`src/rtl/ov7670_cfg_pkg.sv`:
```
// Shared types and constants for the OV7670 register-configuration sequencer.
package ov7670_cfg_pkg;

  typedef enum logic [2:0] {
    IDLE,
    FETCH,
    DECODE,
    SEND,
    WAIT_ACK,
    DELAY,
    FINISH
  } state_t;

  localparam logic [15:0] ROM_END    = 16'hFFFF;
  localparam logic [15:0] ROM_DELAY  = 16'hFFF0;
  localparam int          ROM_ADDR_W = 5;
  localparam logic [ROM_ADDR_W-1:0] ROM_LAST = 5'd31;

  // Bits needed to hold the values 0 .. n-1 (at least one bit).
  function automatic int cnt_width(input int n);
    return (n > 1) ? $clog2(n) : 1;
  endfunction

endpackage

```
`src/rtl/ov7670_cfg_delay_timer.sv`:
```
// Down-counter for ROM delay markers: load N-1, expire reads high on the cycle the count is 0.
module ov7670_cfg_delay_timer #(
  parameter int CNT_W = 8
) (
  input  logic             clk,
  input  logic             reset,
  input  logic             load,
  input  logic [CNT_W-1:0] load_val,
  output logic             expire
);

  logic [CNT_W-1:0] cnt;

  // NOTE: clocked state uses non-blocking assignments so every register samples pre-edge values.
  always_ff @(posedge clk) begin
    if (reset) begin
      cnt <= '0;
    end else if (load) begin
      cnt <= load_val;
    end else if (cnt != '0) begin
      cnt <= cnt - 1'b1;
    end
  end

  assign expire = (cnt == '0);

endmodule

```
`src/rtl/ov7670_config_ctrl.sv`:
```
// Walks a 32-entry register ROM and issues SCCB writes, honouring end and delay markers.
// Optional NACK retry with a sticky cfg_err is built only when OV7670_CFG_RETRY_EN is defined.
module ov7670_config_ctrl
  import ov7670_cfg_pkg::*;
#(
  parameter int          CLK_FREQ_HZ = 25_000_000,
  parameter int          DELAY_MS    = 10,
  parameter logic [7:0]  SCCB_ID     = 8'h42,
  parameter int          MAX_RETRY   = 3
) (
  input  logic                  clk,
  input  logic                  reset,
  input  logic                  start,
  output logic [ROM_ADDR_W-1:0] rom_addr,
  input  logic [15:0]           rom_data,
  output logic                  sccb_req,
  output logic [7:0]            sccb_id,
  output logic [7:0]            sccb_reg,
  output logic [7:0]            sccb_val,
  input  logic                  sccb_ready,
  input  logic                  sccb_done,
  input  logic                  sccb_err,
  output logic                  busy,
  output logic                  done,
  output logic                  cfg_err
);

  localparam int DELAY_CYCLES = CLK_FREQ_HZ / 1000 * DELAY_MS;
  localparam int CNT_W        = cnt_width(DELAY_CYCLES);
  localparam logic [CNT_W-1:0] DELAY_LOAD = CNT_W'(DELAY_CYCLES - 1);

  state_t state, state_nxt;
  logic   start_accept;
  logic   advance;
  logic   load_delay;
  logic   delay_expire;
  logic   retry;

  // A start landing on the same cycle as a completion pulse is treated as spurious.
  assign start_accept = start && !sccb_done && (state == IDLE || state == FINISH);
  assign sccb_id      = SCCB_ID;

  ov7670_cfg_delay_timer #(.CNT_W(CNT_W)) u_delay_timer (
    .clk      (clk),
    .reset    (reset),
    .load     (load_delay),
    .load_val (DELAY_LOAD),
    .expire   (delay_expire)
  );

  always_ff @(posedge clk) begin
    if (reset) state <= IDLE;
    else       state <= state_nxt;
  end

  // NOTE: every variable written here gets a default first, so no path infers a latch.
  always_comb begin
    state_nxt  = state;
    advance    = 1'b0;
    load_delay = 1'b0;
    case (state)
      IDLE, FINISH: if (start_accept) state_nxt = FETCH;
      FETCH:        state_nxt = DECODE;
      DECODE: begin
        if (rom_data == ROM_END) begin
          state_nxt = FINISH;
        end else if (rom_data == ROM_DELAY) begin
          load_delay = 1'b1;
          state_nxt  = DELAY;
        end else begin
          state_nxt = SEND;
        end
      end
      SEND:     if (sccb_ready) state_nxt = WAIT_ACK;
      WAIT_ACK: begin
        if (sccb_done) begin
          if (retry) state_nxt = SEND;
          else       advance   = 1'b1;
        end
      end
      DELAY:    if (delay_expire) advance = 1'b1;
      default:  state_nxt = IDLE;
    endcase
    if (advance) state_nxt = (rom_addr == ROM_LAST) ? FINISH : FETCH;
  end

  always_comb begin
    busy     = 1'b0;
    done     = 1'b0;
    sccb_req = 1'b0;
    case (state)
      FETCH, DECODE, WAIT_ACK, DELAY: busy = 1'b1;
      SEND: begin
        busy     = 1'b1;
        sccb_req = 1'b1;
      end
      FINISH:  done = 1'b1;
      default: ;
    endcase
  end

  // rom_addr saturates at the last entry; the run finishes there instead of wrapping.
  always_ff @(posedge clk) begin
    if (reset) begin
      rom_addr <= '0;
      sccb_reg <= '0;
      sccb_val <= '0;
    end else begin
      if (start_accept) begin
        rom_addr <= '0;
      end else if (advance && rom_addr != ROM_LAST) begin
        rom_addr <= rom_addr + 1'b1;
      end
      if (state == DECODE && rom_data != ROM_END && rom_data != ROM_DELAY) begin
        sccb_reg <= rom_data[15:8];
        sccb_val <= rom_data[7:0];
      end
    end
  end

`ifdef OV7670_CFG_RETRY_EN
  localparam int RETRY_W = cnt_width(MAX_RETRY + 1);

  logic [RETRY_W-1:0] retry_cnt;
  logic               nack;
  logic               cfg_err_q;

  assign nack  = (state == WAIT_ACK) && sccb_done && sccb_err;
  assign retry = nack && (retry_cnt < RETRY_W'(MAX_RETRY));

  always_ff @(posedge clk) begin
    if (reset) begin
      retry_cnt <= '0;
      cfg_err_q <= 1'b0;
    end else begin
      if (advance)    retry_cnt <= '0;
      else if (retry) retry_cnt <= retry_cnt + 1'b1;
      if (start_accept)        cfg_err_q <= 1'b0;
      else if (nack && !retry) cfg_err_q <= 1'b1;
    end
  end

  assign cfg_err = cfg_err_q;
`else
  logic unused_sccb_err;

  assign retry           = 1'b0;
  assign cfg_err         = 1'b0;
  assign unused_sccb_err = sccb_err;
`endif

endmodule

```
`config.mk`:
```
export PLATFORM = sky130hd
export DESIGN_NAME = ov7670_config_ctrl
export DESIGN_NICKNAME = d
export VERILOG_FILES = /design/src/rtl/ov7670_cfg_pkg.sv /design/src/rtl/ov7670_cfg_delay_timer.sv /design/src/rtl/ov7670_config_ctrl.sv
export SDC_FILE = /design/constraint.sdc
export NUM_CORES = 1
export LEC_CHECK = 0
export ABC_AREA = 1
export BUFFER_PORTS_ARGS = -buffer_cell sky130_fd_sc_hd__buf_2
export CORE_AREA = 4 4 74 76
export DETAILED_ROUTE_END_ITERATION = 10
export DIE_AREA = 0 0 78 80
export GPL_TIMING_DRIVEN = 0
export PLACE_DENSITY = 0.83
export RECOVER_POWER = 50
export SLEW_MARGIN = 20
export SYNTH_ARGS = -nofsm -noshare
export SYNTH_HDL_FRONTEND = slang
export SYNTH_SLANG_ARGS = --single-unit
```
`constraint.sdc`:
```
create_clock -name clk -period 1.43 [get_ports clk]
set_input_delay 0.0715 -clock clk [delete_from_list [all_inputs] [get_ports clk]]
set_output_delay 0.0715 -clock clk [all_outputs]
set_load 0.01 [all_outputs]
```
==> implementation parameters <==
Parameter                              Value

Placed design
  Setup slack at placement ... -135 ps
  Post-DP Area ... 2590 µm²
  Cell count after placement ... 430
  RD Place Congestion ... 0.869
  Count of input and output buffers ... 44
  Total half-perimeter wirelength after legalization and detailed placement ... 3.76 mm

Min path
  Launch point of the worst hold path ... rom_data[6]
  Depth of the worst hold-timing path ... 3
  Hold EP ... sccb_val[6]
  Path class of the lowest-slack min-delay path ... input pin to register

Layout
  Final cell area excluding filler cells ... approximately 3000 µm²
  Most common cell after layout, fill and taps aside ... nand2_1
  Leading cell types in the layout, fill and taps excluded ... 40 x nand2_1, 33 x a21oi_1, 33 x dfxtp_1, 31 x inv_1, 30 x nor2_1
  Layout area overhead ... 33.1%
  Number of flip-flops under the largest register name ... 18
  Fraction of final layout cells with drive strength greater than 1 ... 0.346
  Number of non-filler instances in the completed layout ... 454
  Diode insertion count for antenna repair ... 0
  Total Nets Final ... 411
  Final standard cell utilization of the core ... 0.633

Logic synthesis
  Asr flop ratio synth ... 0
  Top post-synthesis cells by area ... dfxtp_1 37%, nand2_1 8.0%, a21oi_1 7.8%
  Average instance area after synthesis ... 7.19 µm²
  Yosys warnings ... 0
  Cells after Synth ... 312
  Flops & latches, synth ... 42
  Netlist area before placement ... about 2200 µm²
  Post-synth EDFFs ... 0
  Area share of the largest cell type after synthesis ... 0.375
  Cell type with the largest total area after synthesis ... dfxtp_1
  Number of distinct library cells after synthesis ... 33
  Most common flop cell mapped by yosys ... dfxtp_1
  Seq/Total Area, Yosys ... 0.375

Clock network
  H-tree depth ... 2
  Clock sink count ... 42
  Bufs on Longest Clock Path ... 2
  Clock root buffer ... clkbuf_8
  Clock edge transition at the registers on the reported setup and hold paths ... 90 ps
  Post-CTS Hold Fix Bufs ... 0
  TritonCTS clock tree ... yes
  Cts bufs inserted ... 5
  Clock network latency to the later pin of the worst-skew pair ... 300 ps

Detailed routing
  Met3 WL post-DR ... 274 µm
  Mean number of vias per cell ... between 4 and 5
  WL/cell ... 12.2 µm
  Remaining antenna violation count after routing ... 0
  First-pass iteration count of the detailed router ... 4
  Iter 0 DRT Violations ... roughly 120
  Total via count after detailed routing ... 2243
  Uppermost layer routed ... met4
  Total detailed-routing wirelength ... approximately 5.5 mm
  Met2 WL ... ~2.9 mm
  DR DRC count ... 0
  Routed metal-1 wire length ... 2.30 mm

Power
  Power share of the sequential group ... 0.280
  Power density cells ... 2420 nW/µm²
  Leakage power ... 1.36 nW
  Fraction of power spent switching nets ... 0.461
  Clock Power Share ... 0.107
  Worst supply voltage drop on vdd ... 1.38 mV
  Total power draw ... 7.24 mW
  P_sw ... 3.34 mW
  Cell internal power dissipation ... 3.90 mW
  Fraction of power consumed by combinational cells ... 0.613

Worst setup path
  WS Path Type ... register to register
  Worst path required time ... 1590 ps
  Sort of element at the end of the critical path ... register
  Slowest stage cell on the critical path ... dfxtp_1
  Cell breakdown of the critical path ... nor2_2 > nand2_4 > nor2_8 > nand2_4 > inv_4 > nand2_8 > buf_8 > nand3b_1 > a21oi_1
  Reg-to-reg endpoint ... u_delay_timer.cnt[14]
  Biggest cell delay along the critical path ... 360 ps
  Worst-case register-to-register setup slack ... -50 ps
  Category of the worst setup path launch point ... register
  Number of cells on the worst reg-to-reg path ... 9
  Beginning of the worst register-to-register path ... u_delay_timer.cnt[3]
  Largest fanout on the critical path ... 6
  Crit-path most repeated cell ... nand2_4
  Endpoint arrival time on the critical path ... 1640 ps

STA
  Hold Worst Slack ... 68.4 ps
  Share of the clock period used by the worst path ... 1.04
  Setup violation total in the final timing report ... 18
  Worst Slack Setup Final ... -52.6 ps
  Highest clock rate ... 674 MHz
  Summed negative setup slack over all endpoints ... -457 ps
  Worst-Margin Slew ... roughly 620 ps
  Pins over their slew limit ... 0
  Time the final worst path needs with I/O delays and setup ... roughly 1500 ps
  Unrepaired setup endpoints after global routing ... yes
  Final hold violation count ... 0
  Layout Skew ... 7.21 ps
  Max-Slew Margin vs Limit ... 0.588

Global routing
  All-layer global routing usage ... 0.183
  Number of antenna violations at the first check in global routing ... 0
  Maximum number of pins on one net before global-route repair ... 15
  Grt ovf ... 0
  Number of global-route vias before repair ... 2099
  Wire length of the first global-routing pass ... 9.29 mm

Job
  Maximum Capacitance Violations ... 0

Floorplanning
  X dimension of the die ... 78 µm
  Starting density of the core ... 0.475
  Total die area ... around 6200 µm²
  Row count ... 25
  Core area ... 4720 µm²
  DIE HEIGHT ... 80 µm
  Number of placed I/O pins ... 55

Outcome
  Violations in the final reports ... negative setup slack
  Status ... finished, violations left
[final cells by class]
cell class / count / area, µm²
plain buffers: 17 / 121
clock buffers: 5 / 68.8
repair buffers: 60 / 352
inverters: 38 / 155
clock inverters: 3 / 21.3
multi-input cells: 222 / 1330
fillers: 396 / 1740
well taps: 67 / 83.8
flip-flops and latches: 42 / 855
[per-layer routing]
metal | global-route usage | up-vias
li1 | - | 1135
met1 | 0.214 | 1045
met2 | 0.326 | 54
met3 | 0.0474 | 9
met4 | 0.0594 | 0
met5 | 0 | -
[Yosys cell counts, types with 2 or more instances]
cell type,instances
a21oi_1,35
buf_2,2
buf_4,9
clkbuf_1,4
conb_1,2
dfxtp_1,42
ha_1,3
inv_1,35
inv_2,2
nand2_1,48
nand2_2,6
nand2_4,4
nand3_1,16
nand3_2,3
nand3b_1,4
nand4_1,6
nor2_1,43
nor2_2,3
nor3_1,3
o21ai_0,17
o21ai_1,2
o31ai_1,2
or2_1,2
xnor2_1,2
xor2_1,9
[worst max-delay path, delay by kind of cell, from the launching register on]
family	cells	cell delay, ps
and+or+nand+nor	6	670
DFF	1	360
buffers and inverters	2	240
AOI/OAI and AO/OA	1	70
[cell families after synthesis]
logic type	share of synthesized area
other cells	0.00335
xor+xnor	0.0429
compound gates	0.131
fa+ha+maj	0.0167
buf+inv	0.114
simple gates	0.317
flops	0.375
[worst max path at each step]
stage,end,cells past startpoint,from
after detailed placement,u_delay_timer.cnt[14],10,u_delay_timer.cnt[0]
final,u_delay_timer.cnt[14],9,u_delay_timer.cnt[3]
after global placement,u_delay_timer.cnt[14],10,u_delay_timer.cnt[0]
after global routing,rom_addr[3],9,u_delay_timer.cnt[12]
after floorplan,state[0],9,rom_addr[0]
after CTS,u_delay_timer.cnt[0],12,u_delay_timer.cnt[1]
[power by group through the flow]
| stage | combinational (mW) | clock, mW | sequential, mW |
|---|---|---|---|
| CTS | 4.03 | 0.794 | 1.96 |
| floorplan | 2.51 | 0 | 1.96 |
| global placement | 3.16 | 0 | 1.92 |
| global route | 4.90 | 0.856 | 2.08 |
| finish | 4.44 | 0.776 | 2.02 |
| detailed placement | 3.28 | 0 | 1.93 |
[timing repair]
item | CTS | global route
endpoints found under the setup margin | 30 | 39
resized for setup | 30 | 41
buffers inserted | 14 | 1
gates cloned | 1 | 0
pin swaps | 11 | 14
Power figures use the tool's default switching activity.
